### config.mk
export PLATFORM = sky130hd
export DESIGN_NAME = featuremap_pad_writer_flat
export DESIGN_NICKNAME = d
export VERILOG_FILES = /design/src/rtl/featuremap_pad_pkg.sv /design/src/rtl/featuremap_pad_writer_if.sv /design/src/rtl/pad_raster_counter.sv /design/src/rtl/featuremap_pad_writer.sv /design/src/flat_wrapper.sv
export SDC_FILE = /design/constraint.sdc
export NUM_CORES = 1
export LEC_CHECK = 0
export CAP_MARGIN = 20
export CORE_ASPECT_RATIO = 0.6
export CORE_MARGIN = 2
export CORE_UTILIZATION = 35
export CTS_CLUSTER_DIAMETER = 60
export DETAILED_ROUTE_END_ITERATION = 12
export PLACE_DENSITY_LB_ADDON = 0.25
export SKIP_LAST_GASP = 1
export SYNTH_ARGS = -nofsm -noshare
export SYNTH_HDL_FRONTEND = slang
export SYNTH_SLANG_ARGS = --single-unit
### constraint.sdc
create_clock -name clk -period 2.2 [get_ports clk]
set_input_delay 0.55 -clock clk [delete_from_list [all_inputs] [get_ports clk]]
set_output_delay 0.55 -clock clk [all_outputs]
set_load 0.02 [all_outputs]
### src/rtl/featuremap_pad_pkg.sv
// featuremap_pad_pkg: shared types and constants for the feature-map pad writer.
//   state_t  : writer FSM states
//   PAD_WORD : word written on every padded border position (IEEE-754 +0.0)
package featuremap_pad_pkg;

    typedef enum logic [2:0] {
        IDLE,
        PAD_ROW,
        PAD_L,
        DATA,
        PAD_R,
        DONE
    } state_t;

    localparam logic [31:0] PAD_WORD = 32'h0000_0000;

endpackage

### src/rtl/featuremap_pad_writer_if.sv
// featuremap_pad_writer_if: stream and FIFO-write signals of the pad writer.
//   valid_in/data_in/ready_out : unpadded raster stream from the producer
//   fifo_full/wrreq/data_out   : write port of the downstream per-channel FIFO
// Modports:
//   master : the pad writer (consumes the stream, drives the FIFO write)
//   slave  : the environment (producer plus FIFO)
interface featuremap_pad_writer_if #(
    parameter int DATA_WIDTH = 32
);
    logic                  valid_in;
    logic [DATA_WIDTH-1:0] data_in;
    logic                  ready_out;
    logic                  fifo_full;
    logic                  wrreq;
    logic [DATA_WIDTH-1:0] data_out;

    modport master (
        input  valid_in, data_in, fifo_full,
        output ready_out, wrreq, data_out
    );

    modport slave (
        output valid_in, data_in, fifo_full,
        input  ready_out, wrreq, data_out
    );
endinterface

### src/rtl/pad_raster_counter.sv
// pad_raster_counter: row/column position inside the padded
// (WIDTH+2) x (HEIGHT+2) frame.
//   clk, rst  : clock, synchronous active-high reset
//   clear     : return to (0,0) at the start of a frame
//   advance   : one word was written; step to the next position
//   row, col  : current padded position
//   is_pad    : current position is on the zero border
//   last_col  : col == WIDTH+1
//   last_row  : row == HEIGHT+1
module pad_raster_counter #(
    parameter int WIDTH  = 56,
    parameter int HEIGHT = 56
) (
    input  logic                        clk,
    input  logic                        rst,
    input  logic                        clear,
    input  logic                        advance,
    output logic [$clog2(HEIGHT+2)-1:0] row,
    output logic [$clog2(WIDTH+2)-1:0]  col,
    output logic                        is_pad,
    output logic                        last_col,
    output logic                        last_row
);
    localparam int CW = $clog2(WIDTH+2);
    localparam int RW = $clog2(HEIGHT+2);

    assign last_col = (col == CW'(WIDTH+1));
    assign last_row = (row == RW'(HEIGHT+1));
    assign is_pad   = (row == '0) || last_row || (col == '0) || last_col;

    // The row may wrap past HEIGHT+1 on the final beat; the next start
    // clears it before it is looked at again.
    always_ff @(posedge clk) begin
        if (rst || clear) begin
            row <= '0;
            col <= '0;
        end else if (advance) begin
            if (last_col) begin
                col <= '0;
                row <= row + 1'b1;
            end else begin
                col <= col + 1'b1;
            end
        end
    end
endmodule

### src/rtl/featuremap_pad_writer.sv
// featuremap_pad_writer: writes one channel's WIDTH x HEIGHT raster into the
// downstream FIFO as a 1-pixel zero-padded (WIDTH+2) x (HEIGHT+2) frame.
//   clk, rst   : clock, synchronous active-high reset
//   start      : one-cycle pulse, begins a frame (only honoured in IDLE)
//   bus        : producer stream (valid_in/data_in/ready_out) and
//                FIFO write (fifo_full/wrreq/data_out)
//   busy       : frame in progress
//   frame_done : one-cycle pulse after the last word of a frame
// Optional macro FEATUREMAP_PAD_SKID_EN: one-entry input skid register,
// registered ready_out (no fifo_full -> ready_out combinational path).
module featuremap_pad_writer
    import featuremap_pad_pkg::*;
#(
    parameter int DATA_WIDTH = 32,
    parameter int WIDTH      = 56,
    parameter int HEIGHT     = 56
) (
    input  logic                         clk,
    input  logic                         rst,
    input  logic                         start,
    featuremap_pad_writer_if.master      bus,
    output logic                         busy,
    output logic                         frame_done
);
    localparam int CW = $clog2(WIDTH+2);
    localparam int RW = $clog2(HEIGHT+2);

    state_t                state, state_nxt;
    logic [RW-1:0]         row;
    logic [CW-1:0]         col;
    logic                  is_pad, last_col, last_row;
    logic                  in_frame, beat, data_beat;
    logic                  src_valid;
    logic [DATA_WIDTH-1:0] src_data;

    assign in_frame  = (state == PAD_ROW) || (state == PAD_L) ||
                       (state == DATA)    || (state == PAD_R);
    assign beat      = in_frame && !bus.fifo_full && (is_pad || src_valid);
    assign data_beat = beat && (state == DATA);

`ifdef FEATUREMAP_PAD_SKID_EN
    logic                  skid_vld;
    logic [DATA_WIDTH-1:0] skid_data;

    // A held word always goes out ahead of anything new on data_in.
    assign src_valid     = skid_vld || bus.valid_in;
    assign src_data      = skid_vld ? skid_data : bus.data_in;
    assign bus.ready_out = !skid_vld;

    // While empty every offered pixel is taken; the ones not written
    // straight through this cycle land in the skid.
    always_ff @(posedge clk) begin
        if (rst) begin
            skid_vld  <= 1'b0;
            skid_data <= '0;
        end else if (skid_vld) begin
            if (data_beat)
                skid_vld <= 1'b0;
        end else if (bus.valid_in && !data_beat) begin
            skid_vld  <= 1'b1;
            skid_data <= bus.data_in;
        end
    end
`else
    assign src_valid     = bus.valid_in;
    assign src_data      = bus.data_in;
    assign bus.ready_out = (state == DATA) && !bus.fifo_full;
`endif

    assign bus.wrreq    = beat;
    assign bus.data_out = is_pad ? DATA_WIDTH'(PAD_WORD) : src_data;
    assign busy         = (state != IDLE);
    assign frame_done   = (state == DONE);

    pad_raster_counter #(
        .WIDTH  (WIDTH),
        .HEIGHT (HEIGHT)
    ) u_cnt (
        .clk      (clk),
        .rst      (rst),
        .clear    ((state == IDLE) && start),
        .advance  (beat),
        .row      (row),
        .col      (col),
        .is_pad   (is_pad),
        .last_col (last_col),
        .last_row (last_row)
    );

    always_ff @(posedge clk) begin
        if (rst) state <= IDLE;
        else     state <= state_nxt;
    end

    always_comb begin
        state_nxt = state;
        case (state)
            IDLE:    if (start) state_nxt = PAD_ROW;
            PAD_ROW: if (beat && last_col) state_nxt = last_row ? DONE : PAD_L;
            PAD_L:   if (beat) state_nxt = DATA;
            DATA:    if (beat && (col == CW'(WIDTH))) state_nxt = PAD_R;
            PAD_R:   if (beat) state_nxt = (row == RW'(HEIGHT)) ? PAD_ROW : PAD_L;
            DONE:    state_nxt = IDLE;
            default: state_nxt = IDLE;
        endcase
    end
endmodule

### src/flat_wrapper.sv
// flat-port wrapper written by rule: the top's interface ports become plain ports
module featuremap_pad_writer_flat import featuremap_pad_pkg::*;
#(
    parameter int DATA_WIDTH = 32,
    parameter int WIDTH      = 56,
    parameter int HEIGHT     = 56
)
  (clk, rst, start, busy, frame_done, bus_valid_in, bus_data_in, bus_fifo_full, bus_ready_out, bus_wrreq, bus_data_out);
  featuremap_pad_writer_if #(.DATA_WIDTH(DATA_WIDTH)) bus_i ();
  input  logic clk;
  input  logic rst;
  input  logic start;
  output logic busy;
  output logic frame_done;
  input wire logic [$bits(bus_i.valid_in)-1:0] bus_valid_in;
  input wire logic [$bits(bus_i.data_in)-1:0] bus_data_in;
  input wire logic [$bits(bus_i.fifo_full)-1:0] bus_fifo_full;
  output wire logic [$bits(bus_i.ready_out)-1:0] bus_ready_out;
  output wire logic [$bits(bus_i.wrreq)-1:0] bus_wrreq;
  output wire logic [$bits(bus_i.data_out)-1:0] bus_data_out;
  assign bus_i.valid_in = bus_valid_in;
  assign bus_i.data_in = bus_data_in;
  assign bus_i.fifo_full = bus_fifo_full;
  assign bus_ready_out = bus_i.ready_out;
  assign bus_wrreq = bus_i.wrreq;
  assign bus_data_out = bus_i.data_out;
  featuremap_pad_writer #(.DATA_WIDTH(DATA_WIDTH), .WIDTH(WIDTH), .HEIGHT(HEIGHT)) u_core (.clk(clk), .rst(rst), .start(start), .bus(bus_i), .busy(busy), .frame_done(frame_done));
endmodule
**Yosys cells after proc, flatten, opt, wreduce, memory -nomap -nowiden**

Cells that the tools add are included.

- $add $sub $neg: 2
- $mul: 0
- Div/mod/pow operators: 0
- Order comparisons: 0
- Equal/unequal tests: 14
- Shift operators: 0
- Muxes and demuxes: 10
- Bitwise operators: 0
- Reduce and logical (&&, ||, !) cells: 21

Operators by type and width:

| kind | number |
|---|---|
| 32-bit two-way mux | 1 |
| 6-bit == test, second input constant | 4 |
| 3-bit two-way mux | 6 |
| 3-bit one-hot mux with 5 select lines | 1 |
| 6-bit by 1-bit adder with 6-bit output, second input constant | 2 |
| 6-bit logical NOT | 2 |
| 1-bit logical OR | 8 |
| 3-bit by 2-bit == test with 1-bit output, second input constant | 2 |
| 3-bit == test, second input constant | 2 |
| 1-bit logical AND | 6 |
| 6-bit two-way mux | 1 |
| 2-bit != test, second input constant | 3 |
| 5-bit AND reduction | 1 |
| 2-bit by 1-bit != test with 1-bit output, second input constant | 2 |
| 3-bit by 1-bit == test with 1-bit output, second input constant | 1 |
| 3-bit logical NOT | 1 |
| 3-bit nonzero test | 1 |
| 2-bit two-way mux | 1 |
| 2-bit AND reduction | 1 |
| 1-bit logical NOT | 1 |

- Register bits after elaboration: 15
- Latch bits: 0
- RAM bits: 0
- Bits in read-only memories: 0
- Bits of input ports: 37
- Output and inout bits: 36
- Word-level logic and storage cells: 50
- Memories: 0

**Logic depth before layout (Yosys ltp)**

- Depth after elaboration: 9
- Depth in mapped cells: 8

**Modules after synthesis**

A second synthesis with hierarchy kept.

- Cells, all modules: 170
- Area total of the unflattened synthesis: 1336.3 µm²

By module, submodules not included:

| module | instances | cells each | area an instance (µm²) | sequential area each (µm²) |
|---|---|---|---|---|
| pad_raster_counter | 1 | 86 | 719.4 | 240.2 |
| featuremap_pad_writer | 1 | 84 | 616.8 | 60.1 |

**Least setup slack after synthesis**

OpenSTA, ideal clock, no wires.

- Path type: register -> output
- Start: reg u_core.u_cnt.col[0]
- End: out bus_data_out[0]
- Data arrival time: 1.635 ns
- Setup slack: 0.015 ns
- Cell stages (with the launch flop): 7
- Cells stage by stage: dfxtp_1 -> inv_1 -> ha_1 -> or4b_1 -> o22a_1 -> clkbuf_1 -> and3_1

- Longest elaborated chain between the ends: 4

Ends and longest elaborated chain:

| element | line | RTL |
|---|---|---|
| from (decl) | pad_raster_counter.sv:19 | `output logic [$clog2(WIDTH+2)-1:0] col,` |
| from (signal assigned) | pad_raster_counter.sv:42 | `col <= col + 1'b1;` |
| 6-bit logical NOT | pad_raster_counter.sv:29 | `assign is_pad = (row == '0) \|\| last_row \|\| (col == '0) \|\| last_col;` |
| 1-bit logical OR | pad_raster_counter.sv:29 |  |
| 1-bit logical OR * | pad_raster_counter.sv:29 |  |
| 32-bit two-way mux * | featuremap_pad_writer.sv:71 | `assign bus.data_out = is_pad ? DATA_WIDTH'(PAD_WORD) : src_data;` |
| to (decl) | flat_wrapper.sv:20 | `output wire logic [$bits(bus_i.data_out)-1:0] bus_data_out;` |

Every way passes the cells marked *; elsewhere a longest branch is shown, timed or not.

**Worst setup path after layout**

- Start: reg u_core.u_cnt.col[0]
- End: out bus_data_out[2]

The elaborated chain is that of the path after synthesis.

==> impl_metrics.py <==
metrics = {
    "setup_path": {
        "worstSetupEndpointType": "primary output",
        "crit_cells": 7,
        "cp.required_ns": 1.65,
        "critPathMaxStageDelay_ns": 0.48,
        "path_buf_inv": 3,
        "crit_chain": "inv_2 > ha_4 > or4b_4 > o22a_4 > clkbuf_16 > and3_4 > buf_6",
        "start_kind": "register",
        "crit_slowest_cell": "or4b_4",
        "cp_max_fo": 8,
        "arrival_ns": 2.06,
        "crit_family": "simple AND/OR/NAND/NOR gates",
        "reg2reg_depth": 11,
        "crit_type": "register to primary output",
    },
    "clocking": {
        "clkSinkCount": 15,
        "htreeDepth": 1,
        "cts_buffer_depth": 2,
        "clock_latency_ns": 0.27,
        "root_buffer": "clkbuf_8",
        "cts_made_buffers": 3,
        "cts.reportedPaths.clkPinSlew_ns": 0.07,
        "tritoncts": "done",
        "hold_buffers": 0,
    },
    "layout": {
        "syn2layout_area_growth_pct": 114,
        "final_cell_mix": "45 x buf_4, 37 x clkdlybuf4s50_1, 35 x buf_6, 32 x and3_4",
        "nNetsFinal": 324,
        "fin_area_sq_um": 2800,
        "drive_above_1_share_pct": 52.1,
        "layout_commonest_cell": "buf_4",
        "n_antenna_cell": 0,
        "fin_util_pct": 77.4,
    },
    "power_and_ir_drop": {
        "combPwrFrac_pct": 23.1,
        "ir_drop_mv": 0.221,
        "p_leak_uw": 0.00119,
        "power.density_nw_per_um2": 241,
        "clock_power_share_pct": 36.0,
        "p_int_uw": 497,
        "p_switching_uw": 176,
        "switching_share_pct": 26.2,
        "seq_power_share_pct": 40.9,
    },
    "global_routing": {
        "overflow": 0,
        "grt_pass1_wl_um": 7660,
        "grt_pass1_vias": 1589,
        "grt_usage_pct": 22.3,
        "grt_max_degree": 33,
        "antenna_found_initial": 0,
    },
    "sta": {
        "drv_slew": 0,
        "fin_crit_sh_pct": 119,
        "setup_slack_ns": -0.415,
        "setup_viol": 38,
        "fin_skew_ns": 0.0113,
        "hold_viol_final": 0,
        "rsz0062_at_grt": "yes",
        "worst_slew_pin_slew_ns": 0.479,
        "fmax_mhz": 382,
        "final.min_clock_period_ns": 2.61,
        "relSlewSlack_pct": 67.8,
    },
    "drt": {
        "num_vias": 1762,
        "ant_nets": 0,
        "first_iter_violations": 127,
        "via_per_inst": 5.39,
        "drc": 0,
        "drtPass1Iterations": 4,
        "routed_wl_um": 5980,
        "wl_per_cell_um": 18.3,
    },
    "yosys": {
        "ys.flop_type": "dfxtp_1",
        "syn-cell-area_sq_um": 1310,
        "synthArstFlopShare_pct": 0,
        "yosysSeqAreaShare_pct": 23.0,
        "synth_edf_count": 0,
        "yosysWarnings": 0,
        "synthCells": 166,
        "synth.ff_latch_count": 15,
        "ys_types": 50,
        "syn_nets": 209,
        "postSynthAreaPerCell_sq_um": 7.87,
    },
    "worst_hold_path": {
        "min_path_cells": 3,
        "hold_class": "register to register",
    },
    "floorplan": {
        "fp.dieH_um": 51.3,
        "fp.coreArea_sq_um": 3620,
        "chipWidth_um": 82.9,
        "dieArea_sq_um": 4250,
        "row_count": 17,
        "start_util_pct": 36.1,
        "io-pin-count": 73,
    },
    "placed_design": {
        "post_dp_cell_area_sq_um": 2290,
        "preCtsSetupSlack_ns": -0.505,
        "dp_hpwl_um": 3430,
        "gp_congestion": 0.862,
        "place.port_buffers": 72,
    },
    "job": {
        "drv_cap": 0,
    },
    "status": {
        "violations": "setup timing",
        "status": "finished, violations left",
    },
}
[cell families after synthesis]
logic type                 synth area share (%)
AOI/OAI and AO/OA                          17.3
xor gates and xnor gates                   4.69
adders and majority gates                  5.75
buffers and inverters                      10.1
DFF                                        23.0
muxes                                      1.53
and+or+nand+nor                            37.6
[what timing repair did]
action / CTS / global route
setup endpoints to repair: 38 / 41
hold endpoints to repair: 0 / 0
cloned: 2 / 1
pin swaps: 17 / 22
resized for setup: 195 / 63
setup buffers: 3 / 7
[metal layers]
layer	up-vias	track usage, %	wire [um]
met3	16	5.33	443
met1	829	29.8	2490
met5	-	0	0
met4	0	4.92	131
met2	82	36.8	2910
li1	835	-	-
[area by class of cell]
class                           count  area (sq um)
Clock inverter                      1          5.00
Timing Repair Buffer              123          1220
Inverter                           11          41.3
Clock buffer                        3          41.3
Multi-Input combinational cell    127          1120
Sequential cell                    15           303
Tap cell                           47          58.8
Fill cell                         238           818
[worst paths after layout]
check | start | slack [ns] | endpoint
max | u_core.u_cnt.col[0] | -0.41 | bus_data_out[2]
min | u_core.u_cnt.row[0] | 0.63 | u_core.u_cnt.row[0]
max reg2reg | u_core.u_cnt.col[0] | -0.18 | u_core.state[0]
min reg2reg | u_core.u_cnt.row[0] | 0.63 | u_core.u_cnt.row[0]
[sequential cells by signal (all words and copies together) (netlist names)]
name / flops
u_core.state: 3
u_core.u_cnt.row: 6
u_core.u_cnt.col: 6
[power by group through the flow]
stage / Sequential (uW) / Clock (uW) / Combinational, uW
final: 275 / 242 / 156
after global routing: 275 / 248 / 165
after CTS: 275 / 237 / 137
after detailed placement: 281 / 0 / 131
after global placement: 281 / 0 / 129
after floorplan: 282 / 0 / 41.3
[worst register-to-register path: cells and delay by family (launching register included)]
kind                       cells  cell delay, ns
and+or+nand+nor                2            0.52
adders and majority gates      1            0.14
AOI/OAI and AO/OA              3            0.76
DFF                            1            0.33
buffers and inverters          5            0.54
[cell usage after synthesis (4+ instances only)]
library cell	n	area (sq um)
and3_1	33	206
dfxtp_1	15	300
nor2_1	13	48.8
nand2_1	11	41.3
inv_1	10	37.5
clkbuf_1	7	26.3
a21oi_1	6	30.0
ha_1	6	75.1
buf_6	4	45.0
nand4_1	4	25.0
xor2_1	4	35.0
[per-stage QoR]
stage / power, uW / TNS (ns) / std cells / hold slack [ns]
2_1_floorplan: 323 / 0 / 166 / 0.469
3_3_place_gp: 410 / -17.18 / 310 / 0.587
3_5_place_dp: 412 / -16.64 / 310 / 0.593
4_1_cts: 649 / -12.02 / 319 / 0.610
5_1_grt: 687 / -15.02 / 327 / 0.661
6_report: 673 / -13.63 / 327 / 0.630
No activity file was read; power rests on OpenSTA's default activity.
